==> src/rtl/xbtn_debounce_pkg.sv <==
// xbtn_debounce_pkg: shared register map and constants for the button
// conditioning block. Optional feature macro: BTN_AUTOREPEAT_EN.
package xbtn_debounce_pkg;

    // Register offsets inside the block's decoder slot
    localparam logic        BTN_LEVEL_ADDR = 1'b0;
    localparam logic        BTN_PRESS_ADDR = 1'b1;

    // Base address of the block's slot in the picoVersat address map
    localparam logic [31:0] BTN_BASE_ADDR  = 32'h0000_0120;

    // Width of the per-button auto-repeat timer
    localparam int          REP_TMR_W      = 25;

    typedef enum logic {
        REG_LEVEL = BTN_LEVEL_ADDR,
        REG_PRESS = BTN_PRESS_ADDR
    } btn_reg_e;

endpackage

==> src/rtl/xbtn_debounce_if.sv <==
// xbtn_debounce_if: register bus between the address decoder and the
// button block. Optional feature macro: BTN_AUTOREPEAT_EN (no effect here).
interface xbtn_debounce_if #(
    parameter int DATA_W = 32
);
    logic              sel;
    logic              we;
    logic              addr;
    logic [DATA_W-1:0] data_in;
    logic [DATA_W-1:0] data_out;

    modport master (output sel, we, addr, data_in, input data_out);
    modport slave  (input sel, we, addr, data_in, output data_out);
endinterface

==> src/rtl/xbtn_db_cell.sv <==
// xbtn_db_cell: one button's synchroniser, debounce counter, stable level
// and rising-edge pulse. With BTN_AUTOREPEAT_EN defined, a hold timer adds
// repeat pulses while the button stays pressed.
module xbtn_db_cell
    import xbtn_debounce_pkg::*;
#(
    parameter int DB_CYCLES = 500000,
    parameter int CNT_W     = 20
`ifdef BTN_AUTOREPEAT_EN
    , parameter int REP_DELAY  = 25000000
    , parameter int REP_PERIOD = 5000000
`endif
) (
    input  logic clk,
    input  logic rst,
    input  logic i_btn,
    output logic o_stable,
    output logic o_pulse
);

    logic             r_sync_p0;
    logic             r_sync_p1;
    logic             r_stable;
    logic             r_stable_d;
    logic             r_rise;
    logic [CNT_W-1:0] r_cnt;
    logic             w_differ;
    logic             w_accept;

    assign w_differ = r_sync_p1 ^ r_stable;
    assign w_accept = w_differ && (r_cnt == CNT_W'(DB_CYCLES - 1));

    // Two-flop synchroniser for the asynchronous board input
    always_ff @(posedge clk or negedge rst) begin
        if (!rst) begin
            r_sync_p0 <= 1'b0;
            r_sync_p1 <= 1'b0;
        end else begin
            r_sync_p0 <= i_btn;
            r_sync_p1 <= r_sync_p0;
        end
    end

    // Accept a new level only after DB_CYCLES consecutive differing samples
    always_ff @(posedge clk or negedge rst) begin
        if (!rst) begin
            r_cnt    <= '0;
            r_stable <= 1'b0;
        end else if (!w_differ) begin
            r_cnt    <= '0;
        end else if (w_accept) begin
            r_cnt    <= '0;
            r_stable <= r_sync_p1;
        end else begin
            r_cnt    <= r_cnt + CNT_W'(1);
        end
    end

    // Rising edge of the stable level, registered one cycle after it
    always_ff @(posedge clk or negedge rst) begin
        if (!rst) begin
            r_stable_d <= 1'b0;
            r_rise     <= 1'b0;
        end else begin
            r_stable_d <= r_stable;
            r_rise     <= r_stable & ~r_stable_d;
        end
    end

    assign o_stable = r_stable;

`ifdef BTN_AUTOREPEAT_EN
    logic [REP_TMR_W-1:0] r_tmr;
    logic                 r_rep;
    logic                 w_rep_fire;

    // Timer reads 1 in the press-pulse cycle, so reaching REP_DELAY lands
    // the first repeat REP_DELAY cycles after it; reloading lands later
    // repeats every REP_PERIOD cycles.
    assign w_rep_fire = r_stable && (r_tmr == REP_TMR_W'(REP_DELAY));

    // Hold timer and registered repeat pulse
    always_ff @(posedge clk or negedge rst) begin
        if (!rst) begin
            r_tmr <= '0;
            r_rep <= 1'b0;
        end else begin
            r_rep <= w_rep_fire;
            if (!r_stable) begin
                r_tmr <= '0;
            end else if (w_rep_fire) begin
                r_tmr <= REP_TMR_W'(REP_DELAY - REP_PERIOD + 1);
            end else begin
                r_tmr <= r_tmr + REP_TMR_W'(1);
            end
        end
    end

    assign o_pulse = r_rise | r_rep;
`else
    assign o_pulse = r_rise;
`endif

endmodule

==> src/rtl/xbtn_debounce.sv <==
// xbtn_debounce: N_BTN debounced buttons with sticky write-1-to-clear press
// flags and an interrupt, read through a two-register bus slot.
// Optional feature macro: BTN_AUTOREPEAT_EN (hold-to-repeat press pulses).
module xbtn_debounce
    import xbtn_debounce_pkg::*;
#(
    parameter int N_BTN     = 4,
    parameter int DB_CYCLES = 500000,
    parameter int CNT_W     = 20,
    parameter int DATA_W    = 32
`ifdef BTN_AUTOREPEAT_EN
    , parameter int REP_DELAY  = 25000000
    , parameter int REP_PERIOD = 5000000
`endif
) (
    input  logic             clk,
    input  logic             rst,
    input  logic [N_BTN-1:0] button_in,
    xbtn_debounce_if.slave   bus,
    output logic [N_BTN-1:0] press_pulse,
    output logic             irq
);

    logic [N_BTN-1:0] w_stable;
    logic [N_BTN-1:0] w_pulse;
    logic [N_BTN-1:0] w_clr;
    logic [N_BTN-1:0] w_press_nxt;
    logic [N_BTN-1:0] r_press;
    logic             r_irq;
    btn_reg_e         w_reg;
    logic             w_unused_din;

    for (genvar gi = 0; gi < N_BTN; gi++) begin : g_cell
        xbtn_db_cell #(
            .DB_CYCLES  (DB_CYCLES),
            .CNT_W      (CNT_W)
`ifdef BTN_AUTOREPEAT_EN
            , .REP_DELAY  (REP_DELAY)
            , .REP_PERIOD (REP_PERIOD)
`endif
        ) u_cell (
            .clk      (clk),
            .rst      (rst),
            .i_btn    (button_in[gi]),
            .o_stable (w_stable[gi]),
            .o_pulse  (w_pulse[gi])
        );
    end

    assign w_reg        = btn_reg_e'(bus.addr);
    assign w_clr        = (bus.sel && bus.we && (w_reg == REG_PRESS)) ?
                          bus.data_in[N_BTN-1:0] : '0;
    // New pulses are OR-ed in after the clear so a coincident set wins
    assign w_press_nxt  = (r_press & ~w_clr) | w_pulse;
    assign w_unused_din = ^bus.data_in;

    // Sticky press flags and interrupt, updated in the same cycle
    always_ff @(posedge clk or negedge rst) begin
        if (!rst) begin
            r_press <= '0;
            r_irq   <= 1'b0;
        end else begin
            r_press <= w_press_nxt;
            r_irq   <= |w_press_nxt;
        end
    end

    // Read mux: zero-extended register, zero when the slot is not selected
    always_comb begin
        bus.data_out = '0;
        if (bus.sel) begin
            if (w_reg == REG_PRESS) begin
                bus.data_out = DATA_W'(r_press);
            end else begin
                bus.data_out = DATA_W'(w_stable);
            end
        end
    end

    assign press_pulse = w_pulse;
    assign irq         = r_irq;

endmodule

==> src/flat_wrapper.sv <==
// flat-port wrapper written by rule: the top's interface ports become plain ports
module xbtn_debounce_flat import xbtn_debounce_pkg::*;
#(
    parameter int N_BTN     = 4,
    parameter int DB_CYCLES = 500000,
    parameter int CNT_W     = 20,
    parameter int DATA_W    = 32

)
  (clk, rst, button_in, press_pulse, irq, bus_sel, bus_we, bus_addr, bus_data_in, bus_data_out);
  xbtn_debounce_if #(.DATA_W(DATA_W)) bus_i ();
  input  logic clk;
  input  logic rst;
  input  logic [N_BTN-1:0] button_in;
  output logic [N_BTN-1:0] press_pulse;
  output logic irq;
  input wire logic [$bits(bus_i.sel)-1:0] bus_sel;
  input wire logic [$bits(bus_i.we)-1:0] bus_we;
  input wire logic [$bits(bus_i.addr)-1:0] bus_addr;
  input wire logic [$bits(bus_i.data_in)-1:0] bus_data_in;
  output wire logic [$bits(bus_i.data_out)-1:0] bus_data_out;
  assign bus_i.sel = bus_sel;
  assign bus_i.we = bus_we;
  assign bus_i.addr = bus_addr;
  assign bus_i.data_in = bus_data_in;
  assign bus_data_out = bus_i.data_out;
  xbtn_debounce #(.N_BTN(N_BTN), .DB_CYCLES(DB_CYCLES), .CNT_W(CNT_W), .DATA_W(DATA_W)) u_core (.clk(clk), .rst(rst), .button_in(button_in), .bus(bus_i), .press_pulse(press_pulse), .irq(irq));
endmodule
==> config.mk <==
export PLATFORM = sky130hd
export DESIGN_NAME = xbtn_debounce_flat
export DESIGN_NICKNAME = d
export VERILOG_FILES = /design/src/rtl/xbtn_debounce_pkg.sv /design/src/rtl/xbtn_debounce_if.sv /design/src/rtl/xbtn_db_cell.sv /design/src/rtl/xbtn_debounce.sv /design/src/flat_wrapper.sv
export SDC_FILE = /design/constraint.sdc
export NUM_CORES = 1
export LEC_CHECK = 0
export BUFFER_PORTS_ARGS = -buffer_cell sky130_fd_sc_hd__buf_2
export CAP_MARGIN = 25
export CORE_ASPECT_RATIO = 0.7
export CORE_MARGIN = 1
export CORE_UTILIZATION = 50
export CTS_CLUSTER_SIZE = 20
export DETAILED_ROUTE_END_ITERATION = 16
export HOLD_SLACK_MARGIN = 0.06
export PLACE_DENSITY = 0.82
export SYNTH_ARGS = -nofsm -noshare
export SYNTH_HDL_FRONTEND = slang
export SYNTH_SLANG_ARGS = --single-unit
==> constraint.sdc <==
create_clock -name clk -period 2.5 [get_ports clk]
set_input_delay 0.125 -clock clk [delete_from_list [all_inputs] [get_ports clk]]
set_output_delay 0.125 -clock clk [all_outputs]
set_load 0.01 [all_outputs]
==> impl_metrics.csv <==
group,metric,value,unit
status,outcome,"completed",
sta,tns,0,ns
synth,ys_types,41,
floorplan,ios,78,
route,initialDrtViolationCount,284,
critical_path,critPathMaxStageDelay,0.53,ns
synth,synth_compound_area_share,7.11,%
synth,synth-simple-area-share,23.4,%
route,drt-total-wl,9.99,mm
global_route,grt_max_degree,68,
synth,synth.yosys.seq_area_share,51.0,%
sta,worst_slew_pin_slew,0.553,ns
floorplan,rows,30,
pwr,ir_drop,506,µV
synth,synth_xor_area_share,8.66,%
sta,setup_viol,0,
final_layout,fin_area,5630,µm²
place,dp_cells,648,
final_layout,mostFrequentLayoutCell,"dfrtp_1",
synth,yosysWarnings,0,
synth,yosys-mux-area-fraction,1.65,%
sta,slew_violations,0,
synth,synth_edf_count,0,
final_layout,seq_area,2630,µm²
floorplan,die_area,10700,µm²
final_layout,drive_above_1_share,10.5,%
final_layout,post-route-util,57.1,%
floorplan,fp.dieW,123,µm
route,dr.pass1.iters,4,
critical_path,cpMaxStageDelayCell,"or3_1",
synth,synth_top_cell_area_share,51.0,%
global_route,first_global_vias,3592,
critical_path,crit_path_end_kind,"flip-flop",
job,drv_cap,0,
route,ant_nets,0,
route,vias,3755,
final_layout,multi_input_area,2260,µm²
sta,rsz0062_at_grt,"no",
clocking,numCtsBuffers,9,
critical_path,worstPathRequired,2.77,ns
floorplan,initial_core_util,52.2,%
clocking,cts_tree,"done",
sta,hold_violations,0,
final_layout,mostFrequentLayoutCells,"105 x dfrtp_1, 70 x nor2_1, 37 x xnor2_1",
sta,slew_headroom,62.6,%
floorplan,core,9870,µm²
synth,syn_area,5160,µm²
place,place_hpwl,6.87,mm
sta,holdWs,0.0859,ns
sta,clock_skew,0.00832,ns
clocking,cts.sinks,105,
synth,synth.largest_area_cell,"dfrtp_1",
synth,ys_seq_elements,105,
synth,synthFlopType,"dfrtp_1",
clocking,cts_buffer_depth,2,
final_layout,antenna_cells,0,
clocking,insertion_delay,0.35,ns
clocking,clk_pin_slew,0.07,ns
worst_hold_path,min-delay-path-class,"in -> reg",
global_route,overflow,0,
synth,synth_async_sr_flop_share,100,%
final_layout,syn_to_final_growth,9.25,%
global_route,track_usage,20.3,%
final_layout,fillers,813,
clocking,h-tree-depth,3,
critical_path,critPathBufInv,0,
route,drc_errors,0,
place,dpl_cell_area,5260,µm²
clocking,cts_root_buf,"clkbuf_16",
critical_path,cp-start-kind,"flip-flop",
critical_path,crit_chain,"ha_1, nand4_2, or3_1, or4_1, a21oi_1",
global_route,antenna_found_initial,0,
global_route,grt_first_pass_wirelength,16.8,mm
pwr,leakage,2.40,nW
clocking,ctsResizeCount,0,
critical_path,worstPathMaxFanout,6,
synth,ys_top_cells_by_area,"dfrtp_1 51%, xnor2_1 6.3%, nor2_1 5.1%",
critical_path,crit_arrival,2.41,ns
sta,post-route-period-util,85.8,%
place,io_buffer_count,21,
route,via_per_inst,5.61,
route,wl_per_cell,14.9,µm
synth,synthCells,514,
place,gp_congestion,0.873,
synth,synth.avg_cell_area,10.0,µm²
floorplan,die_h,87.0,µm
critical_path,path_delay_family,"simple AND/OR/NAND/NOR gates",
synth,yosys.area_share.adder,0.971,%
synth,synth_top_family_by_area,"simple AND/OR/NAND/NOR gates",
final_layout,nets,581,
sta,fmax,466,MHz
critical_path,critPathKind,"reg -> reg",
sta,fin_crit,2.14,ns
final_layout,fin_cells,669,
pwr,p_per_area,598,nW/µm²
==> cell usage after synthesis, types with 6 or more instances <==
| cell | instances |
|---|---|
| dfrtp_1 | 105 |
| nor2_1 | 70 |
| xnor2_1 | 37 |
| buf_4 | 33 |
| nand2_1 | 30 |
| a21oi_1 | 25 |
| nand3_1 | 21 |
| nand4_1 | 20 |
| inv_1 | 16 |
| or4_1 | 16 |
| xor2_1 | 14 |
| nor3_1 | 13 |
| or3_1 | 13 |
| nor4_1 | 11 |
| o31ai_1 | 11 |
| o21ai_0 | 10 |
| clkbuf_1 | 8 |
| nor2b_1 | 8 |
| and4_1 | 6 |
==> path summary, 6_finish.rpt <==
| check | startpoint | end | slack (ns) | cells past startpoint |
|---|---|---|---|---|
| setup / recovery | u_core.g_cell[0].u_cell.r_cnt[0]$_DFF_PN0_ | u_core.g_cell[0].u_cell.r_cnt[18]$_DFF_PN0_ | 0.36 | 5 |
| hold / removal | bus_data_in[1] | u_core.r_press[1]$_DFF_PN0_ | 0.09 | 3 |
| setup reg to reg | u_core.g_cell[0].u_cell.r_cnt[0]$_DFF_PN0_ | u_core.g_cell[0].u_cell.r_cnt[18]$_DFF_PN0_ | 0.36 | 5 |
| hold reg to reg | u_core.g_cell[1].u_cell.r_sync_p0$_DFF_PN0_ | u_core.g_cell[1].u_cell.r_sync_p1$_DFF_PN0_ | 0.35 | 0 |
| max in group asynchronous | rst | u_core.g_cell[0].u_cell.r_cnt[12]$_DFF_PN0_ | 1.50 | 3 |
| min in group asynchronous | rst | u_core.g_cell[1].u_cell.r_cnt[12]$_DFF_PN0_ | 0.29 | 2 |
==> state kept, by name, summed over array words and instances, names as in the netlist <==
name	count
u_core.g_cell.u_cell.r_cnt	80
u_core.g_cell.u_cell.r_sync_p0	4
u_core.irq	1
u_core.g_cell.u_cell.r_stable_d	4
u_core.g_cell.u_cell.r_sync_p1	4
u_core.g_cell.u_cell.o_stable	4
u_core.r_press	4
u_core.g_cell.u_cell.o_pulse	4
==> layout make-up <==
type,instances,area share (%)
Clock buffer,11,4.49
Clock inverter,5,1.24
Inverter,16,1.07
Multi-Input combinational cell,374,40.2
Sequential cell,105,46.6
Tap cell,128,2.84
Timing Repair Buffer,30,3.55
==> routing by layer <==
metal | GRT usage, % | share of wire [%] | vias to the layer above
met4 | 7.23 | 1.8 | 0
met5 | 0 | 0 | -
met3 | 5.56 | 4.7 | 17
li1 | - | - | 1789
met2 | 32.7 | 48 | 97
met1 | 26.3 | 45 | 1852
==> timing repair <==
action                                 in CTS  in global routing
hold buffers                                5                  0
setup buffers                               0                  0
endpoints found under the hold margin      42                  0
==> per-stage QoR <==
stage          power (W)  setup WS (ns)
2_1_floorplan    0.00188          0.579
5_1_grt          0.00348          0.220
3_5_place_dp     0.00191          0.360
6_report         0.00337          0.355
4_1_cts          0.00339          0.360
3_3_place_gp     0.00190          0.424
==> where the power goes <==
group	total (W)	internal [W]	leakage [nW]	switching (W)
logic	0.000141	0.0000412	0.797	0.0000998
registers	0.00174	0.00172	1.44	0.0000234
clock network	0.00148	0.000848	0.160	0.000634
total	0.00337	0.00261	2.40	0.000757
==> cell families (layout without fill, tap and decap cells) <==
family	after synthesis	after routing
DFF	105	105
and+or+nand+nor	226	226
AOI/OAI and AO/OA	57	57
muxes	8	8
adders and majority gates	4	4
buffers and inverters	62	62
xor gates and xnor gates	51	51
other	1	28
==> worst min-delay path, delay by kind of cell <==
family / cells / cell delay [ns]
AO/OA/AOI/OAI: 1 / 0.12
buffers and inverters: 1 / 0.11
AND/OR/NAND/NOR: 1 / 0.05
Power figures use the tool's default switching activity.
